[src/rtl/mux_scan_sequencer.sv]
// ============================================================================
// Module   : mux_scan_sequencer
// Purpose  : Steps 4:1 mux selects through channels 0..3 and packs captured y into a word.
// Revision : 1.0
// ============================================================================
`default_nettype none

module mux_scan_sequencer #(
  parameter int DWELL = 2
) (
  input  logic       clk,
  input  logic       rst_n,
  input  logic       start,
  input  logic       continuous,
  input  logic       y,
  output logic       s1,
  output logic       s0,
  output logic [3:0] sample,
  output logic       valid,
  output logic       changed,
  output logic       busy
);

  localparam int            CW   = (DWELL > 1) ? $clog2(DWELL) : 1;
  localparam logic [CW-1:0] LAST = CW'(DWELL - 1);

  typedef enum logic [0:0] {
    IDLE = 1'b0,
    SCAN = 1'b1
  } state_t;

  state_t          r_state;
  logic [1:0]      r_ch;
  logic [CW-1:0]   r_dcnt;
  logic [2:0]      r_shadow;
  logic [3:0]      w_word;

  // Channel 3 is never shadowed: it goes straight into the word with the other three.
  assign w_word = {y, r_shadow};

  always_ff @(posedge clk or negedge rst_n) begin
    if (!rst_n) begin
      r_state  <= IDLE;
      r_ch     <= 2'd0;
      r_dcnt   <= '0;
      r_shadow <= 3'b000;
      s1       <= 1'b0;
      s0       <= 1'b0;
      sample   <= 4'b0000;
      valid    <= 1'b0;
      changed  <= 1'b0;
      busy     <= 1'b0;
    end else begin
      valid   <= 1'b0;
      changed <= 1'b0;
      case (r_state)
        IDLE: begin
          if (start) begin
            r_state <= SCAN;
            r_ch    <= 2'd0;
            r_dcnt  <= '0;
            s1      <= 1'b0;
            s0      <= 1'b0;
            busy    <= 1'b1;
          end
        end
        SCAN: begin
          if (r_dcnt != LAST) begin
            r_dcnt <= r_dcnt + 1'b1;
          end else begin
            r_dcnt <= '0;
            if (r_ch != 2'd3) begin
              r_shadow[r_ch] <= y;
              r_ch           <= r_ch + 2'd1;
              {s1, s0}       <= r_ch + 2'd1;
            end else begin
              sample   <= w_word;
              valid    <= 1'b1;
              changed  <= (w_word != sample);
              r_ch     <= 2'd0;
              {s1, s0} <= 2'b00;
              if (!continuous) begin
                r_state <= IDLE;
                busy    <= 1'b0;
              end
            end
          end
        end
        default: r_state <= IDLE;
      endcase
    end
  end

endmodule

`default_nettype wire
[config.mk]
export PLATFORM = sky130hd
export DESIGN_NAME = mux_scan_sequencer
export DESIGN_NICKNAME = d
export VERILOG_FILES = /design/src/rtl/mux_scan_sequencer.sv
export SDC_FILE = /design/constraint.sdc
export NUM_CORES = 1
export LEC_CHECK = 0
export ABC_AREA = 1
export BUFFER_PORTS_ARGS = -buffer_cell sky130_fd_sc_hd__buf_2
export CAP_MARGIN = 20
export CORE_UTILIZATION = 47
export DETAILED_ROUTE_END_ITERATION = 6
export PLACE_DENSITY = 0.7
export REMOVE_ABC_BUFFERS = 1
export SYNTH_ARGS = -nofsm -noshare
export SYNTH_HDL_FRONTEND = slang
export SYNTH_SLANG_ARGS = --single-unit
[constraint.sdc]
create_clock -name clk -period 1.66 [get_ports clk]
set_clock_uncertainty 0.15 [all_clocks]
set_input_delay 0.332 -clock clk [delete_from_list [all_inputs] [get_ports clk]]
set_output_delay 0.332 -clock clk [all_outputs]
set_load 0.1 [all_outputs]
== Word-level counts from Yosys, hierarchy flattened ==
Index checks and enable logic that the tools add are counted.
Storage, ports and cells
  bits in registers: 16
  bits of input ports: 5
  output and inout port bits: 9
  word-level logic and storage cells: 59
Cells by class
  add/subtract/negate cells: 2
  magnitude comparators: 2
  equal/unequal tests: 6
  muxes and demuxes: 32
  bitwise logic cells: 2
  reduce and logical (&&, ||, !) cells: 5
Operator list (number)
  $mux W1: 21
  $pmux W1 S2: 5
  $ne A2 B2 Y1 const B: 4
  $mux W2: 3
  $reduce_and A3 Y1: 2
  $ne A4 B4 Y1: 1
  $pmux W2 S2: 1
  $reduce_and A4 Y1: 1
  $bwmux W3: 1
  $lt A2 B3 Y1 const B: 1
  $add A2 B1 Y2 const B: 1
  $demux W1 S2: 1
  $ge A2 B1 Y1 const B: 1
  $ne A2 B1 Y1 const B: 1
  $not A1 Y1: 2
  $reduce_and A2 Y1: 1
  $add A1 B1 Y1 const B: 1
  $logic_and A1 B1 Y1: 1

== Logic depth before layout (Yosys ltp) ==
Gate-level depths: netlist of the first run.
  depth in word-level cells: 5
  mapped depth: 6
  mapped depth without buffers: 6

== Worst setup path after synthesis of the first run ==
No wires, ideal clock.
  kind: flip-flop to flip-flop
  start: reg r_ch[0]
  end: reg sample[3]
  library setup time: 123 ps
  data arrival time: 1603 ps
  data required time: 1387 ps
  path slack: -216 ps
  cell stages (with the launch flop): 5
  buffers on the path: 0
  period minus slack after synthesis: 1876 ps
  path through: dfrtp_1 > ha_1 > nand2_4 > nand2_1 > o21ai_2
Between the ends
  word-level cells in the longest chain between the ends: 3
Ends and longest elaborated chain
  start: declaration: RTL line 33  | logic [1:0] r_ch;
  start signal: assignment: RTL line 74  | r_ch <= r_ch + 2'd1;
  $ne A2 B2 Y1: RTL line 72  | if (r_ch != 2'd3) begin
  $not A1 Y1 (no source line)
  $reduce_and A3 Y1 (no source line)
  end signal: assignment: RTL line 77  | sample <= w_word;
  end: declaration: RTL line 18  | output logic [3:0] sample,
No other way between the ends.
A chain may end at the register's enable or synchronous reset.

==> results.yml, run 1 <==
place:
  place_worst_setup_slack_ns: 0.325
  dp.cells: 108
  place_congestion: 0.784
  port_buffers: 13
  dp_hpwl_um: 898
worst_setup_path:
  end_kind: "output pin"
  r2r-start: "r_ch[1]"
  slowest_stage: "buf_2"
  crit_end: "s1"
  worstSetupPathType: "reg2out"
  required_ns: 1.18
  critPathLaunch: "r_ch[1]"
  path_depth: 1
  r2r_slack_ns: 0.33
  critPathTopFamily: "buffers and inverters"
  r2r_cells: 5
  crit_chain: "buf_2"
  crit_fanout: 4
  max_stage_delay_ns: 0.45
  cp.arrival_ns: 1.12
  path_buf_inv: 1
  timing.rr.end: "r_shadow[2]"
  critPathLaunchType: "register"
yosys:
  synth_top_area_share_pct: 52.3
  syn_area_per_cell_um2: 8.37
  yosys-top-cells-count: "nand2_1, dfrtp_1, inv_1"
  synth-seq-cells: 14
  synth_area_leader_cell: "dfrtp_1"
  synth_warnings: 0
  synthCells: 80
  async_flop_share_pct: 100
  yosysMostFrequentCell: "nand2_1"
  synth.distinct_cells: 14
  ys.flop_type: "dfrtp_1"
  synth_enable_flop_cells: 0
  yosysSeqAreaShare_pct: 52.3
  synth_area_leaders: "dfrtp_1, nand2_1, ha_1"
  netlist_area_um2: 669
route:
  dr.pass1.iters: 4
  antenna_left: 0
  route.vias.total: 525
  avgViaCountPerCell: 4.69
  wl_per_cell_um: 10.5
  drt_iter0_markers: 8
  drcViolationCount: 0
  routed_wl_um: 1170
clocking:
  cts_num_sinks: 14
  path_clk_slew_ns: 0.08
  clk_path_buf_depth: 2
  clock_latency_ns: 0.27
  cts_buffers: 3
  ctsResizeCount: 0
  root_buffer: "clkbuf_4"
  tritoncts: "built"
  htree_levels: 1
sta:
  period_minus_slack_ns: 1.60
  post-route-period-util_pct: 96.6
  drv_slew: 0
  rsz0062_at_grt: "no"
  fmax_mhz: 624
  finalSetupViolations: 0
  tightest_slew_ns: 0.485
  maxSlewHeadroom_pct: 67.9
  final_hold_viol_count: 0
  finalWorstSetupSlack_ns: 0.0563
global_route:
  track_usage_pct: 20.0
  grt_use_met3_pct: 3.41
  grt_pass1_vias: 519
  use_met2_pct: 33.6
  antenna_found_initial: 0
  grt_util_met1_pct: 23.1
  grt_max_degree: 15
  grt_pass1_wl_um: 2010
  grt_overflow_total: 0
  grt.busiest_layer: "met2"
cells_and_area:
  final_util_pct: 59.6
  nFillCells: 120
  antenna_cells: 0
  area_delta_synth_final_pct: 17.4
  final_layout_size_suffix_gt1_share_pct: 22.7
  layout.nets: 108
  final_cells: 112
floorplanning:
  dieArea_mm2: 0.00158
  die_y_um: 39.7
  die_w_um: 39.7
  pin_count: 14
  core_mm2: 0.00132
  row_count: 13
  start_util_pct: 50.8
run_status:
  outcome: "complete, no violations"
hold_path:
  hold_class: "in2reg"
job:
  maxCapViolCount: 0
worst min-delay path by stage:
stage	startpoint	endpoint	slack [ns]	depth (start not counted)
floorplan	rst_n	busy	-0.11	0
global placement	rst_n	valid	0.09	1
detailed placement	rst_n	valid	0.1	1
CTS	start	busy	0.15	3
global route	start	busy	0.19	3
finish	start	busy	0.16	3
what timing repair did:
item / in CTS / in global routing
buffers inserted: 0 / 0
endpoints found under the hold margin: 14 / 0
hold buffers: 1 / 0
cells by family after synthesis:
group / count (synthesis) / synth area share [%]
AO/OA/AOI/OAI: 11 / 8.79
adder cells (fa/ha/maj): 4 / 7.48
buffers and inverters: 14 / 7.85
flip-flops: 14 / 52.3
AND/OR/NAND/NOR: 37 / 23.6
per-stage QoR:
step                hold slack [ns]  setup TNS (ns)  area [um^2]
finish                        0.156               0          786
global route                  0.189               0          786
CTS                           0.147               0          786
detailed placement           0.0970               0          753
global placement             0.0927               0          753
floorplan                    -0.114           -2.20          669
registers in the layout, summed over array words and instances (netlist names):
signal    flops
r_dcnt        1
r_shadow      3
r_state       1
r_ch          2
changed       1
valid         1
sample        4
busy          1
metal layers:
layer | share of wire, % | up-vias
li1 | - | 278
met1 | 49 | 236
met2 | 47 | 9
met3 | 3.4 | 2
met4 | 0.94 | 0
met5 | 0 | -
final cells by class:
class                      instances  area, um^2  share of cell area (%)
inverter                          14        52.6                    6.69
sequential                        14         350                    44.6
timing repair buffer              14        75.1                    9.55
multi-input combinational         52         267                    33.9
clock buffer                       3        22.5                    2.87
tap                               15        18.8                    2.39
cell usage in the layout, fill, tap and decap left out, drive strengths merged:
| cell type | Yosys | layout |
|---|---|---|
| o21ai | 9 | 9 |
| nor2 | 6 | 6 |
| nand3 | 1 | 1 |
| nand2 | 30 | 30 |
| dlygate4sd3 | 0 | 1 |
| ha | 4 | 4 |
| buf | 0 | 13 |
| inv | 14 | 14 |
| a21oi | 2 | 2 |
| clkbuf | 0 | 3 |
| dfrtp | 14 | 14 |
Power of run 1 is left out: the tool's default activity adds up to more than one toggle a clock period on the data nets, which glitch-free logic cannot reach.
==> inputs of run 2 (changes only) <==
==> constraint.sdc (replaced) <==
create_clock -name clk -period 2 [get_ports clk]
set_clock_uncertainty 0.15 [all_clocks]
set_input_delay 0.4 -clock clk [delete_from_list [all_inputs] [get_ports clk]]
set_output_delay 0.4 -clock clk [all_outputs]
set_load 0.1 [all_outputs]
==> run 2 against run 1 <==
Hold slack better by 0.086 ns. Critical path depth unchanged. Setup slack better by 0.29 ns. Register-to-register slack better by 0.35 ns. Sequential cell count unchanged. Routed wire length down 10%. First-iteration DRC count down 38%. Via count down 2.7%. Critical path type unchanged. Highest routed layer unchanged.
==> results.yml, run 2 (synthesized netlist as in run 1, its figures left out) <==
run_status:
  outcome: "complete, no violations"
clocking:
  holdBufCountCts: 1
  clock_latency_ns: 0.27
  root_buffer: "clkbuf_4"
  post-cts-setup-buffer-count: 0
  cts_buffers: 3
  clk_path_buf_depth: 2
  path_clk_slew_ns: 0.07
  ctsResizeCount: 0
  htree_levels: 1
  cts_num_sinks: 14
  tritoncts: "built"
worst_setup_path:
  crit_end: "s0"
  r2r_slack_ns: 0.68
  timing.rr.end: "r_shadow[0]"
  max_stage_delay_ns: 0.44
  end_kind: "output pin"
  r2r_cells: 5
  r2r-start: "r_ch[1]"
  path_depth: 1
  critPathLaunch: "r_ch[0]"
  critPathLaunchType: "register"
  required_ns: 1.45
  cp.arrival_ns: 1.11
  critPathTopFamily: "buffers and inverters"
  slowest_stage: "buf_2"
  path_buf_inv: 1
  worstSetupPathType: "reg2out"
  crit_chain: "buf_2"
  crit_fanout: 4
floorplanning:
  die_w_um: 39.7
  die_y_um: 39.7
  row_count: 13
  pin_count: 14
  dieArea_mm2: 0.00158
  core_mm2: 0.00132
  start_util_pct: 50.8
job:
  maxCapViolCount: 0
place:
  dp_hpwl_um: 794
  place_congestion: 0.773
  placed_area_um2: 753
  port_buffers: 13
sta:
  post-route-period-util_pct: 82.9
  maxSlewHeadroom_pct: 67.9
  period_minus_slack_ns: 1.66
  drv_slew: 0
  final_hold_viol_count: 0
  finalSetupViolations: 0
  rsz0062_at_grt: "no"
  fmax_mhz: 603
  tightest_slew_ns: 0.484
  fin_tns_setup_ns: 0
  holdWs_ns: 0.242
global_route:
  grt_pass1_wl_um: 1670
  grt_max_degree: 15
  grt_overflow_total: 0
  grt_pass1_vias: 408
  antenna_found_initial: 0
  track_usage_pct: 17.0
route:
  antenna_left: 0
  drcViolationCount: 0
  avgViaCountPerCell: 4.56
  drt_iter0_markers: 5
  wl_per_cell_um: 9.38
  dr.pass1.iters: 4
  route.vias.total: 511
  routed_wl_um: 1050
cells_and_area:
  antenna_cells: 0
  fin_area_um2: 786
  top_regs: "sample (4), r_shadow (3), r_ch (2)"
  largest_register_ffs: 4
  area_delta_synth_final_pct: 17.4
  final_layout_size_suffix_gt1_share_pct: 22.7
  largest-register: "sample"
  nFillCells: 116
  layout_common_cells: "nand2_1, dfrtp_1, buf_2"
  layout.nets: 108
  layout_commonest_cell: "nand2_1"
hold_path:
  hold_class: "in2reg"
run 2: cell counts in the layout (fill, tap and decap cells not counted):
Identical to the previous run, type by type.
run 2: worst min path at each step:
stage | from | endpoint | cells past startpoint
floorplan | rst_n | busy | 0
global placement | rst_n | valid | 1
detailed placement | rst_n | sample[2] | 1
CTS | continuous | r_state | 3
global route | start | busy | 3
finish | continuous | r_state | 3
run 2: tightest hold or removal path, stage by stage:
cell	delay (ns)
buf_2	0.09
inv_1	0.06
a21oi_1	0.06
run 2: stage by stage:
step / worst slack [ns] / utilization, % / cells
6_report: 0.342 / 59.6 / 112
5_1_grt: 0.292 / 59.6 / 112
4_1_cts: 0.324 / 59.6 / 112
3_5_place_dp: 0.625 / 57.2 / 108
3_3_place_gp: 0.647 / 57.2 / 108
2_1_floorplan: 0.124 / - / 80
run 2: layer usage:
metal  track usage, %  part of all wire, %  vias to the layer above  wire length [um]
met2             25.0                   41                       11               429
li1                 -                    -                      276                 -
met3             3.41                  4.0                        2                42
met5                0                    0                        -                 0
met4             12.9                  1.0                        0                11
met1             21.5                   54                      222               568
run 2: area by class of cell:
class | count | area, um^2 | area share [%]
Clock buffer | 3 | 22.5 | 2.87
Sequential cell | 14 | 350 | 44.6
Tap cell | 15 | 18.8 | 2.39
Timing Repair Buffer | 14 | 75.1 | 9.55
Inverter | 14 | 52.6 | 6.69
Multi-Input combinational cell | 52 | 267 | 33.9
Power of run 2 is left out for the same reason.
==> inputs of run 3 (changes only) <==
--- a/config.mk
+++ b/config.mk
@@ -5,12 +5,12 @@
 export SDC_FILE = /design/constraint.sdc
 export NUM_CORES = 1
 export LEC_CHECK = 0
-export ABC_AREA = 1
+export ABC_AREA = 0
 export BUFFER_PORTS_ARGS = -buffer_cell sky130_fd_sc_hd__buf_2
 export CAP_MARGIN = 20
-export CORE_UTILIZATION = 47
+export CORE_UTILIZATION = 46
 export DETAILED_ROUTE_END_ITERATION = 6
-export PLACE_DENSITY = 0.7
+export PLACE_DENSITY = 0.71
 export REMOVE_ABC_BUFFERS = 1
 export SYNTH_ARGS = -nofsm -noshare
 export SYNTH_HDL_FRONTEND = slang
==> constraint.sdc (replaced) <==
create_clock -name clk -period 1.3 [get_ports clk]
set_clock_uncertainty 0.15 [all_clocks]
set_input_delay 0.26 -clock clk [delete_from_list [all_inputs] [get_ports clk]]
set_output_delay 0.26 -clock clk [all_outputs]
set_load 0.1 [all_outputs]
==> run 3 against run 2 <==
The flow now finishes with violations (setup timing). Core utilization is 25 points higher. Routed wire length up 36%. Die area increased by 5.5%. Setup slack lost 0.52 ns. Global-route usage grew 2.3 points. Non-clock buffer count up 16. Critical path depth grew 1. Sequential share of layout area fell by 14 points. Final cell count shrank 13%. Sequential cell count stayed put. Hold slack got worse by 0.19 ns. Synthesized cell count fell by 36%. Critical path type unchanged. Largest cell class is now multi-input gates.
==> results.yml, run 3 <==
hold_path:
  hold_class: "in2reg"
  whs_path_depth: 2
clocking:
  cts_buffers: 3
  clock_latency_ns: 0.29
  tritoncts: "built"
  path_clk_slew_ns: 0.08
  cts_num_sinks: 14
  clk_path_buf_depth: 2
  htree_levels: 1
  root_buffer: "clkbuf_4"
run_status:
  violations: "setup timing"
  outcome: "finished, violations left"
route:
  dr.pass1.iters: 3
  drcViolationCount: 0
  antenna_left: 0
  route.vias.total: 508
  routed_wl_um: 1430
  wl_met3_um: 44
  avgViaCountPerCell: 5.24
  dr.max_layer_used: "met4"
  wl_met1_um: 645
  met2WireLength_um: 692
  wl_per_cell_um: 14.7
  drt_iter0_markers: 1
worst_setup_path:
  critPathLaunchType: "register"
  r2r_cells: 5
  required_ns: 0.89
  end_kind: "output pin"
  worstSetupPathType: "reg2out"
  crit_fanout: 4
  cp.arrival_ns: 1.06
yosys:
  synth_area_leaders: "dfrtp_1, mux2_2, ha_1"
  synth_enable_flop_cells: 0
  async_flop_share_pct: 100
  yosysSeqAreaShare_pct: 50.5
  netlist_area_um2: 693
  synthCells: 51
  synth.distinct_cells: 19
  syn_area_per_cell_um2: 13.6
  yosysMostFrequentCell: "dfrtp_1"
  synth_top_area_share_pct: 50.5
  synth_warnings: 0
  synth-seq-cells: 14
  ys.flop_type: "dfrtp_1"
  synth_area_leader_cell: "dfrtp_1"
  yosys-top-cells-count: "dfrtp_1, mux2_2"
place:
  port_buffers: 13
  dp_hpwl_um: 871
  dp.cells: 87
  place_congestion: 0.706
cells_and_area:
  top_regs: "sample (4), r_shadow (3), r_ch (2)"
  final_layout_size_suffix_gt1_share_pct: 64.6
  largest_register_ffs: 4
  layout_commonest_cell: "buf_4"
  area_delta_synth_final_pct: 65.2
  final_cells: 97
  final-seq-area_um2: 355
  multi_input_area_um2: 384
  nFillCells: 68
  largest-register: "sample"
  layout_common_cells: "buf_4, dfrtp_1, buf_12"
  layout.nets: 93
  antenna_cells: 0
sta:
  maxSlewHeadroom_pct: 78.4
  rsz0062_at_grt: "yes"
  finalWorstSetupSlack_ns: -0.173
  period_minus_slack_ns: 1.47
  finalSetupViolations: 13
  tightest_slew_ns: 0.323
  fmax_mhz: 679
  post-route-period-util_pct: 113
  drv_slew: 0
  final_hold_viol_count: 0
global_route:
  grt_overflow_total: 0
  antenna_found_initial: 0
  track_usage_pct: 19.3
  grt_max_degree: 15
  grt_pass1_wl_um: 1880
  grt_pass1_vias: 428
floorplanning:
  start_util_pct: 51.3
  die_y_um: 40.8
  row_count: 13
  core_mm2: 0.00135
  pin_count: 14
  die_w_um: 40.8
  dieArea_mm2: 0.00167
job:
  maxCapViolCount: 0
[run 3: cell count changes after synthesis, moves of 4 or more]
cell | previous run | this run
mux2_1 | 0 | 4
mux2_2 | 0 | 6
xnor2_1 | 0 | 4
nor2_1 | 5 | 1
inv_1 | 12 | 4
o21ai_1 | 6 | 1
nand2_1 | 28 | 0
[run 3: critical path, stage by stage, from the launching register on]
cell and delay (ns):
dfrtp_2 0.45, buf_4 0.16, buf_12 0.16
[run 3: stage by stage]
stage               instance area, um^2  setup slack (ns)  hold slack (ns)  setup TNS, ns  utilization, %
floorplan                           674            -0.848           -0.186          -8.91               -
global placement                    968            -0.156           0.0178         -0.987            71.7
detailed placement                  968            -0.178           0.0205          -1.26            71.7
CTS                                1060            -0.155           0.0618          -1.27            78.4
global route                       1140            -0.205           0.0695          -1.53            84.8
finish                             1140            -0.173           0.0549         -0.992            84.8
[run 3: final timing paths]
kind	from	endpoint	slack, ns
max in group asynchronous	rst_n	r_ch[1]	0.51
worst min register to register	r_shadow[2]	r_shadow[2]	0.42
worst max register to register	r_ch[0]	r_shadow[2]	-0.13
worst max-delay path	r_ch[1]	s1	-0.17
min in group asynchronous	rst_n	sample[3]	0.23
worst min-delay path	continuous	r_state	0.05
[run 3: kinds of logic after synthesis]
kind of cell / count (synthesis) / share of synthesized area, %
flops: 14 / 50.5
mux: 10 / 16.2
simple gates: 7 / 9.75
compound gates: 6 / 6.32
buf+inv: 6 / 4.87
xor+xnor: 4 / 5.05
fa+ha+maj: 4 / 7.22
[run 3: cell type report]
| cell class | instances | share of cell area [%] |
|---|---|---|
| multi-input combinational | 31 | 33.6 |
| sequential | 14 | 31.0 |
| inverter | 4 | 1.31 |
| tap | 15 | 1.64 |
| timing repair buffer | 30 | 30.5 |
| clock buffer | 3 | 1.97 |
[run 3: per-layer routing]
| metal | vias to the layer above | GRT usage [%] |
|---|---|---|
| met2 | 12 | 28.9 |
| met3 | 4 | 4.89 |
| li1 | 243 | - |
| met1 | 249 | 22.3 |
| met4 | 0 | 17.5 |
| met5 | - | 0 |
[run 3: timing repair]
item                                    in CTS  in global routing
endpoints found under the hold margin       14                  0
endpoints found under the setup margin      19                 20
buffers inserted                             5                  1
hold buffers                                 1                  0
pin swaps                                    0                  2
gates resized for setup                      7                 20
Power of run 3 is left out for the same reason.
